### src/rtl/dmem_ctrl_pkg.sv
// Shared definitions for the data-memory controller: load size codes, FSM
// encoding and the access-alignment helpers used by the optional checker.
package dmem_ctrl_pkg;

    localparam logic [1:0] LSZ_B = 2'b00;
    localparam logic [1:0] LSZ_H = 2'b01;
    localparam logic [1:0] LSZ_W = 2'b10;

    typedef enum logic [1:0] {
        ST_IDLE = 2'd0,
        ST_WR   = 2'd1,
        ST_RD   = 2'd2
    } dmem_state_t;

    // Size code 2'b11 behaves as a word access.
    function automatic logic load_misaligned(input logic [1:0] size, input logic [1:0] off);
        logic bad;
        case (size)
            LSZ_B:   bad = 1'b0;
            LSZ_H:   bad = off[0];
            default: bad = (off != 2'b00);
        endcase
        return bad;
    endfunction

    function automatic logic strb_misaligned(input logic [3:0] strb);
        logic bad;
        case (strb)
            4'b0000, 4'b0001, 4'b0010, 4'b0100,
            4'b1000, 4'b0011, 4'b1100, 4'b1111: bad = 1'b0;
            default:                            bad = 1'b1;
        endcase
        return bad;
    endfunction

endpackage

### src/rtl/dmem_ctrl_if.sv
// Single-outstanding data bus between the controller (master) and data memory (slave).
interface dmem_ctrl_if #(
    parameter int AW = 32
);
    // REQ is the valid: once raised, WE/ADDR/STRB/WDATA stay constant until a
    // clock edge where ACK=1 (ACK may already be high in the first REQ cycle);
    // RDATA is only meaningful in that ACK cycle of a read.
    logic          DMEM_REQ;
    logic          DMEM_WE;
    logic [AW-1:0] DMEM_ADDR;
    logic [3:0]    DMEM_STRB;
    logic [31:0]   DMEM_WDATA;
    logic [31:0]   DMEM_RDATA;
    logic          DMEM_ACK;

    modport master (
        output DMEM_REQ, DMEM_WE, DMEM_ADDR, DMEM_STRB, DMEM_WDATA,
        input  DMEM_RDATA, DMEM_ACK
    );

    modport slave (
        input  DMEM_REQ, DMEM_WE, DMEM_ADDR, DMEM_STRB, DMEM_WDATA,
        output DMEM_RDATA, DMEM_ACK
    );
endinterface

### src/rtl/dmem_load_fmt.sv
// Load-data formatter: selects the addressed byte/half/word lane of a bus word
// and sign- or zero-extends it to 32 bits.
module dmem_load_fmt
    import dmem_ctrl_pkg::*;
(
    input  logic [31:0] i_rdata,
    input  logic [1:0]  i_off,
    input  logic [1:0]  i_size,
    input  logic        i_signed,
    output logic [31:0] o_data
);

    logic [31:0] w_lane;

    // A word load at a nonzero offset leaves the vacated top bytes at zero.
    assign w_lane = i_rdata >> {i_off, 3'b000};

    always_comb begin
        o_data = w_lane;
        case (i_size)
            LSZ_B:   o_data = {{24{i_signed & w_lane[7]}},  w_lane[7:0]};
            LSZ_H:   o_data = {{16{i_signed & w_lane[15]}}, w_lane[15:0]};
            default: o_data = w_lane;
        endcase
    end

endmodule

### src/rtl/dmem_ctrl.sv
// Data-memory controller for the RV32I memory-access stage: runs captured
// stores and loads on the dmem bus and stalls the pipeline while busy.
// Optional misalignment flag enabled by defining DMEM_MISALIGN_CHK_EN.
module dmem_ctrl
    import dmem_ctrl_pkg::*;
#(
    parameter int AW = 32
) (
    input  logic              CLK,
    input  logic              RST,
    input  logic              HOLD,
    input  logic              FLUSH,
    output logic              STALL,
    input  logic              RD_EN,
    input  logic [31:0]       RD_ADDR,
    input  logic [1:0]        RD_SIZE,
    input  logic              RD_SIGNED,
    output logic [31:0]       RDDATA,
    input  logic              WR_EN,
    input  logic [31:0]       WR_ADDR,
    input  logic [3:0]        WR_STRB,
    input  logic [31:0]       WR_DATA,
    dmem_ctrl_if.master       bus,
    output logic              MISALIGN,
    output dmem_state_t       o_dbg_state
);

    dmem_state_t   r_state;
    logic          r_pend_rd;
    logic [AW-1:0] r_rd_addr;
    logic [1:0]    r_rd_off;
    logic [1:0]    r_rd_size;
    logic          r_rd_signed;
    logic [31:0]   r_rddata;
    logic          r_req;
    logic          r_we;
    logic [AW-1:0] r_addr;
    logic [3:0]    r_strb;
    logic [31:0]   r_wdata;

    logic          w_adv;
    logic          w_rd_take;
    logic [AW-1:0] w_rd_word;
    logic [AW-1:0] w_wr_word;
    logic [31:0]   w_fmt;
    logic          w_unused_wr_lsb;

    assign w_adv           = (r_state == ST_IDLE) && !HOLD;
    assign w_rd_take       = RD_EN && !FLUSH;
    assign w_rd_word       = {RD_ADDR[AW-1:2], 2'b00};
    assign w_wr_word       = {WR_ADDR[AW-1:2], 2'b00};
    assign w_unused_wr_lsb = ^WR_ADDR[1:0];

    dmem_load_fmt u_fmt (
        .i_rdata  (bus.DMEM_RDATA),
        .i_off    (r_rd_off),
        .i_size   (r_rd_size),
        .i_signed (r_rd_signed),
        .o_data   (w_fmt)
    );

    always_ff @(posedge CLK) begin
        if (RST) begin
            r_state     <= ST_IDLE;
            r_pend_rd   <= 1'b0;
            r_rd_addr   <= '0;
            r_rd_off    <= 2'b00;
            r_rd_size   <= LSZ_B;
            r_rd_signed <= 1'b0;
            r_rddata    <= '0;
            r_req       <= 1'b0;
            r_we        <= 1'b0;
            r_addr      <= '0;
            r_strb      <= '0;
            r_wdata     <= '0;
        end else begin
            case (r_state)
                ST_IDLE: begin
                    if (w_adv) begin
                        if (w_rd_take) begin
                            r_rd_addr   <= w_rd_word;
                            r_rd_off    <= RD_ADDR[1:0];
                            r_rd_size   <= RD_SIZE;
                            r_rd_signed <= RD_SIGNED;
                        end
                        // The store is older than a same-edge load, so it goes first.
                        if (WR_EN) begin
                            r_req     <= 1'b1;
                            r_we      <= 1'b1;
                            r_addr    <= w_wr_word;
                            r_strb    <= WR_STRB;
                            r_wdata   <= WR_DATA;
                            r_pend_rd <= w_rd_take;
                            r_state   <= ST_WR;
                        end else if (w_rd_take) begin
                            r_req   <= 1'b1;
                            r_we    <= 1'b0;
                            r_addr  <= w_rd_word;
                            r_strb  <= '0;
                            r_state <= ST_RD;
                        end
                    end
                end
                ST_WR: begin
                    if (bus.DMEM_ACK) begin
                        if (r_pend_rd) begin
                            r_pend_rd <= 1'b0;
                            r_we      <= 1'b0;
                            r_addr    <= r_rd_addr;
                            r_strb    <= '0;
                            r_state   <= ST_RD;
                        end else begin
                            r_req   <= 1'b0;
                            r_state <= ST_IDLE;
                        end
                    end
                end
                ST_RD: begin
                    if (bus.DMEM_ACK) begin
                        r_rddata <= w_fmt;
                        r_req    <= 1'b0;
                        r_state  <= ST_IDLE;
                    end
                end
                default: begin
                    r_req   <= 1'b0;
                    r_state <= ST_IDLE;
                end
            endcase
        end
    end

`ifdef DMEM_MISALIGN_CHK_EN
    logic r_misalign;

    // Flags the access but does not block it.
    always_ff @(posedge CLK) begin
        if (RST) begin
            r_misalign <= 1'b0;
        end else begin
            r_misalign <= w_adv &&
                          ((WR_EN && strb_misaligned(WR_STRB)) ||
                           (w_rd_take && load_misaligned(RD_SIZE, RD_ADDR[1:0])));
        end
    end

    assign MISALIGN = r_misalign;
`else
    assign MISALIGN = 1'b0;
`endif

    assign STALL          = (r_state != ST_IDLE);
    assign RDDATA         = r_rddata;
    assign o_dbg_state    = r_state;
    assign bus.DMEM_REQ   = r_req;
    assign bus.DMEM_WE    = r_we;
    assign bus.DMEM_ADDR  = r_addr;
    assign bus.DMEM_STRB  = r_strb;
    assign bus.DMEM_WDATA = r_wdata;

endmodule

### src/flat_wrapper.sv
// flat-port wrapper written by rule: the top's interface ports become plain ports
module dmem_ctrl_flat import dmem_ctrl_pkg::*;
#(
    parameter int AW = 32
)
  (CLK, RST, HOLD, FLUSH, STALL, RD_EN, RD_ADDR, RD_SIZE, RD_SIGNED, RDDATA, WR_EN, WR_ADDR, WR_STRB, WR_DATA, MISALIGN, o_dbg_state, bus_DMEM_REQ, bus_DMEM_WE, bus_DMEM_ADDR, bus_DMEM_STRB, bus_DMEM_WDATA, bus_DMEM_RDATA, bus_DMEM_ACK);
  dmem_ctrl_if #(.AW(AW)) bus_i ();
  input  logic CLK;
  input  logic RST;
  input  logic HOLD;
  input  logic FLUSH;
  output logic STALL;
  input  logic RD_EN;
  input  logic [31:0] RD_ADDR;
  input  logic [1:0] RD_SIZE;
  input  logic RD_SIGNED;
  output logic [31:0] RDDATA;
  input  logic WR_EN;
  input  logic [31:0] WR_ADDR;
  input  logic [3:0] WR_STRB;
  input  logic [31:0] WR_DATA;
  output logic MISALIGN;
  output dmem_state_t o_dbg_state;
  output wire logic [$bits(bus_i.DMEM_REQ)-1:0] bus_DMEM_REQ;
  output wire logic [$bits(bus_i.DMEM_WE)-1:0] bus_DMEM_WE;
  output wire logic [$bits(bus_i.DMEM_ADDR)-1:0] bus_DMEM_ADDR;
  output wire logic [$bits(bus_i.DMEM_STRB)-1:0] bus_DMEM_STRB;
  output wire logic [$bits(bus_i.DMEM_WDATA)-1:0] bus_DMEM_WDATA;
  input wire logic [$bits(bus_i.DMEM_RDATA)-1:0] bus_DMEM_RDATA;
  input wire logic [$bits(bus_i.DMEM_ACK)-1:0] bus_DMEM_ACK;
  assign bus_DMEM_REQ = bus_i.DMEM_REQ;
  assign bus_DMEM_WE = bus_i.DMEM_WE;
  assign bus_DMEM_ADDR = bus_i.DMEM_ADDR;
  assign bus_DMEM_STRB = bus_i.DMEM_STRB;
  assign bus_DMEM_WDATA = bus_i.DMEM_WDATA;
  assign bus_i.DMEM_RDATA = bus_DMEM_RDATA;
  assign bus_i.DMEM_ACK = bus_DMEM_ACK;
  dmem_ctrl #(.AW(AW)) u_core (.CLK(CLK), .RST(RST), .HOLD(HOLD), .FLUSH(FLUSH), .STALL(STALL), .RD_EN(RD_EN), .RD_ADDR(RD_ADDR), .RD_SIZE(RD_SIZE), .RD_SIGNED(RD_SIGNED), .RDDATA(RDDATA), .WR_EN(WR_EN), .WR_ADDR(WR_ADDR), .WR_STRB(WR_STRB), .WR_DATA(WR_DATA), .bus(bus_i), .MISALIGN(MISALIGN), .o_dbg_state(o_dbg_state));
endmodule
### config.mk
export PLATFORM = sky130hd
export DESIGN_NAME = dmem_ctrl_flat
export DESIGN_NICKNAME = d
export VERILOG_FILES = /design/src/rtl/dmem_ctrl_pkg.sv /design/src/rtl/dmem_ctrl_if.sv /design/src/rtl/dmem_load_fmt.sv /design/src/rtl/dmem_ctrl.sv /design/src/flat_wrapper.sv
export SDC_FILE = /design/constraint.sdc
export NUM_CORES = 1
export LEC_CHECK = 0
export CAP_MARGIN = 20
export CORE_ASPECT_RATIO = 0.75
export CORE_UTILIZATION = 45
export CTS_BUF_LIST = sky130_fd_sc_hd__clkbuf_8
export CTS_CLUSTER_SIZE = 28
export DETAILED_ROUTE_END_ITERATION = 10
export PLACE_DENSITY_LB_ADDON = 0.25
export SKIP_CTS_REPAIR_TIMING = 1
export SLEW_MARGIN = 30
export SYNTH_ARGS = -nofsm -noshare
export SYNTH_HDL_FRONTEND = slang
export SYNTH_SLANG_ARGS = --single-unit
### constraint.sdc
create_clock -name CLK -period 2.5 [get_ports CLK]
set_input_delay 0.75 -clock CLK [delete_from_list [all_inputs] [get_ports CLK]]
set_output_delay 0.75 -clock CLK [all_outputs]
set_load 0.01 [all_outputs]
Yosys cells after proc, flatten, opt, wreduce, memory -nomap -nowiden --
Index checks and enable logic that the tools add are counted. Widths: inputs -> output; s select.
Word-level totals: bits of input ports 142, memory bits (read-only) 0, output and inout port bits 106, memories kept 0, flip-flop bits (word level) 140, logic and storage cells 76, bits in latches 0, memory bits (writable) 0
Cells by class: eq/ne operators 10, reduce and logical (&&, ||, !) cells 15, divide/modulo/power cells 0, $add $sub $neg 0, shift operators 1, bitwise gates (word level) 2, multiplexer cells 36, magnitude comparators 0, multipliers 0
Operators with widths (number):
- $mux 32 | 5
- $pmux 32 s2 | 2
- $shr 32x5->32 | 1
- $mux 4 | 5
- $mux 1 | 13
- $mux 2 | 6
- $reduce_and 5->1 | 2
- $ne 2x2->1 const B | 4
- $pmux 4 s2 | 1
- $reduce_and 4->1 | 2
- $pmux 2 s3 | 1
- $reduce_and 3->1 | 2
- $eq 2x1->1 const B | 2
- $logic_not 2->1 | 2
- $ne 2x1->1 const B | 2
- $pmux 1 s2 | 2
- $reduce_bool 2->1 | 2
- $ne 3x2->1 const B | 1
- $pmux 1 s3 | 1
- $and 1x1->1 | 2
- $eq 2x2->1 const B | 1
- $logic_and 1x1->1 | 2
- $logic_not 1->1 | 2
- $reduce_and 2->1 | 1

Logic depth before layout (Yosys ltp) --
depth in word-level cells 6, mapped depth 7, depth with buffers taken out 4

By module --
A second synthesis with hierarchy kept.
Second synthesis, totals: cells, all modules 810, area, all modules 6688.9 µm²
Modules (own cells, without submodules):
- dmem_ctrl | cells an instance 704, sequential area each 2762.6 µm², times used 1, area each 5880.6 µm²
- dmem_load_fmt | cells an instance 106, sequential area each 0.0 µm², times used 1, area each 808.3 µm²

Worst setup path after synthesis --
Ideal clock, no wire load.
path kind input-to-reg, start input bus_DMEM_ACK, end register u_core.r_rddata[25], in the netlist u_core.RDDATA[25], stages on the path 7, setup time 133 ps, data required time 2367 ps, buffers on the path 3, slack 522 ps, arrival 1846 ps, cell sequence buf_2 nand2_1 or2_0 buf_2 a31oi_4 buf_4 a211oi_2
On the way: word-level cells in the longest chain between the ends 1
Ends and longest elaborated chain:
- start, declared | RTL line flat_wrapper.sv:30 | input wire logic [$bits(bus_i.DMEM_ACK)-1:0] bus_DMEM_ACK;
- $reduce_and 2->1 (no line)
- end signal, assigned | RTL line dmem_ctrl.sv:120 | r_rddata <= w_fmt;
- end, declared | RTL line dmem_ctrl.sv:34 | logic [31:0] r_rddata;
Every way passes these cells. A chain may end at the register's enable or synchronous reset.

Worst setup path in the final report --
start register u_core.r_state[1], in the netlist u_core.o_dbg_state[1], end output STALL
On the way: word-level cells in the longest chain between the ends 1
Ends and longest elaborated chain:
- start, declared | RTL line dmem_ctrl.sv:28 | dmem_state_t r_state;
- start signal, assigned | RTL line dmem_ctrl.sv:64 | r_state <= ST_IDLE;
- start signal, assigned | RTL line dmem_ctrl.sv:94 | r_state <= ST_WR;
- start signal, assigned | RTL line dmem_ctrl.sv:100 | r_state <= ST_RD;
- $reduce_bool 2->1 | RTL line dmem_ctrl.sv:152 | assign STALL = (r_state != ST_IDLE);
- end, declared | RTL line flat_wrapper.sv:12 | output logic STALL;
Every way passes these cells.

==> out/qor.csv <==
stage,metric,value,unit
synth,"EDFF count, synth",0,
finish,most frequent cells in the layout,"clkdlybuf4s50_1, nand2_1, dfxtp_1",
power,Leak,3.63,nW
min_path,Worst Hold Class,flop to flop,
floorplanning,die area,14600,µm²
finish,fin area,9430,µm²
grt,vias in the first global route,5656,
detailed_routing,routed via count,6034,
detailed_routing,total iterations of the first detailed-routing run,5,
synth,top post-synthesis cells by area,"dfxtp_1, mux2i_1, nand2_1",
grt,initial antenna violation count,0,
finish,diodes inserted,0,
clock_tree,CTS root buf,clkbuf_8,
detailed_routing,DR DRC count,0,
grt,gr ovfl total,0,
clock_tree,H-tree Lvls,4,
min_path,hold path depth,2,
timing,Final setup viols,0,
timing,Final min period,2390,ps
grt,largest net degree at the start of global routing,68,
worst_setup_path,Startpoint Class,flop,
floorplanning,Die Y,105,µm
synth,Yosys reg bits,138,
detailed_routing,final wirelength,18.2,mm
place,IO Port Bufs,242,
floorplanning,Initial Util,46.3,%
worst_setup_path,CP Data Required Time,1750,ps
timing,Final Max Slew Viols,0,
place,dpl ws,-83.7,ps
worst_setup_path,Worst Setup End Kind,primary output,
timing,setup ws final,109,ps
clock_tree,# clock sinks,138,
clock_tree,"CTS clk-pin slew, worst paths",70,ps
finish,synthesis-to-layout area growth,48.1,%
synth,Unique masters post-synth,42,
timing,RSZ-0062 raised after global routing,false,
clock_tree,CTS Buf Count,17,
synth,cells after synthesis,745,
power,"Power, Total",5.33,mW
synth,Syn. warnings,0,
timing,Fin Clk Skew,11.5,ps
place,DP Wirelength,13.1,mm
clock_tree,clock tree buffer depth,2,
worst_setup_path,maximum fanout along the worst path,3,
synth,top-area cell type share of the netlist area,43.4,%
place,post-place instance area,8990,µm²
floorplanning,Core Footprint,13700,µm²
grt,first-pass GRT wire length,29.3,mm
worst_setup_path,R2R cell count,5,
synth,Syn Area/Cell,8.55,µm²
power,worst vdd ir,427,µV
job,number of max-cap violations,0,
floorplanning,Chip Width,139,µm
floorplanning,I/O pin total,248,
run_status,outcome,"complete, no violations",
detailed_routing,ANT nets after route,0,
synth,ys flop type,dfxtp_1,
detailed_routing,vias per cell,5.20,
detailed_routing,routed length per instance,15.7,µm
synth,async set-reset flop share out of synthesis,0,%
finish,"commonest non-fill, non-tap cell in the layout",clkdlybuf4s50_1,
detailed_routing,Initial DRC Count,354,
power,power per cell area,566,nW/µm²
clock_tree,TritonCTS clock tree,done,
timing,Slew HR,56.2,%
worst_setup_path,Crit Path Class,flop to primary output,
finish,layout cells sized above 1,8.42,%
clock_tree,worst skew pair latency,460,ps
grt,GRT Total Usage,25.7,%
timing,Tcrit/Tclk final,95.7,%
timing,FMAX,0.418,GHz
finish,# nets final,1115,
synth,largest area contributor in the netlist,dfxtp_1,
place,gpl congestion,0.864,
floorplanning,FP Rows,37,
finish,Fillers,1116,
worst_setup_path,Worst EP arrival,1640,ps
timing,Fin. Hold Viols,0,
timing,Slew @ Worst Pin,657,ps
synth,sequential share of the synthesized area,43.4,%
synth,synthesized area,6370,µm²
registers in the layout, indices dropped and copies added (netlist names), 2 cells and up:
register and flops:
u_core.bus.DMEM_ADDR 30, u_core.r_rd_off 2, u_core.bus.DMEM_STRB 4, u_core.o_dbg_state 2
u_core.bus.DMEM_WDATA 32, u_core.RDDATA 32, u_core.r_rd_addr 30, u_core.r_rd_size 2
synthesized netlist by cell type (2+ instances only):
library cell and n:
nand3b_1 5, a211o_1 30, a21oi_1 88, mux2i_1 77, o211ai_1 8, buf_6 2, a22oi_1 2, and2b_1 3
nand2_1 167, nor2b_1 3, mux2_2 7, nand2b_1 37, a211oi_1 8, a22o_1 7, o21ai_1 4, dfxtp_1 138
buf_4 9, a211oi_2 10, o21ai_0 11, clkbuf_1 31, inv_1 4, nand3_1 4, buf_2 18, nor2_1 54
routing by layer:
layer | track usage [%] | part of all wire (%) | wire, µm
met5 | 0 | 0 | 0
met3 | 10.5 | 10 | 1830
met1 | 33.6 | 45 | 8130
met2 | 38.8 | 44 | 8040
met4 | 6.67 | 0.99 | 180
worst paths after layout:
check / startpoint / to / slack (ps)
worst max-delay path: u_core.o_dbg_state[1] / STALL / 110
worst min-delay path: u_core.bus.DMEM_WDATA[5] / u_core.bus.DMEM_WDATA[5] / 450
worst max register to register: u_core.r_rd_off[0] / u_core.RDDATA[31] / 540
worst min register to register: u_core.bus.DMEM_WDATA[5] / u_core.bus.DMEM_WDATA[5] / 450
power by group:
| group | internal (mW) | switching [mW] |
|---|---|---|
| combinational | 0.558 | 0.439 |
| sequential | 2.30 | 0.0558 |
| clock | 1.13 | 0.842 |
| total | 4.00 | 1.34 |
worst max-delay path, stage by stage (launching register included):
cell	delay, ps
dfxtp_1	320
or2_1	200
clkdlybuf4s50_1	670
cell families (layout without fill, tap and decap cells):
kind of cell / count (synthesis) / after routing / synth area share [%]
other: 1 / 3 / 0.0589
DFF: 138 / 138 / 43.4
muxes: 85 / 85 / 13.7
AOI/OAI and AO/OA: 175 / 175 / 18.7
and+or+nand+nor: 281 / 281 / 19.2
buffers and inverters: 65 / 304 / 4.95
final cells by class:
cell class | instances | area [µm²] | area share (%)
clock inverter | 9 | 119 | 1.26
tap | 175 | 219 | 2.32
sequential | 138 | 2760 | 29.3
clock buffer | 23 | 317 | 3.36
inverter | 4 | 15.0 | 0.159
timing repair buffer | 268 | 2700 | 28.6
multi-input combinational | 544 | 3300 | 35.0
stage by stage:
step	cells	TNS, ps	hold WS (ps)	util, %
detailed placement	1129	-1020	446	65.4
global placement	1129	0	441	65.4
finish	1161	0	453	68.6
CTS	1161	0	456	68.6
floorplan	747	0	437	-
global route	1161	0	467	68.6
Note: power is estimated with default switching activity, not from simulation.
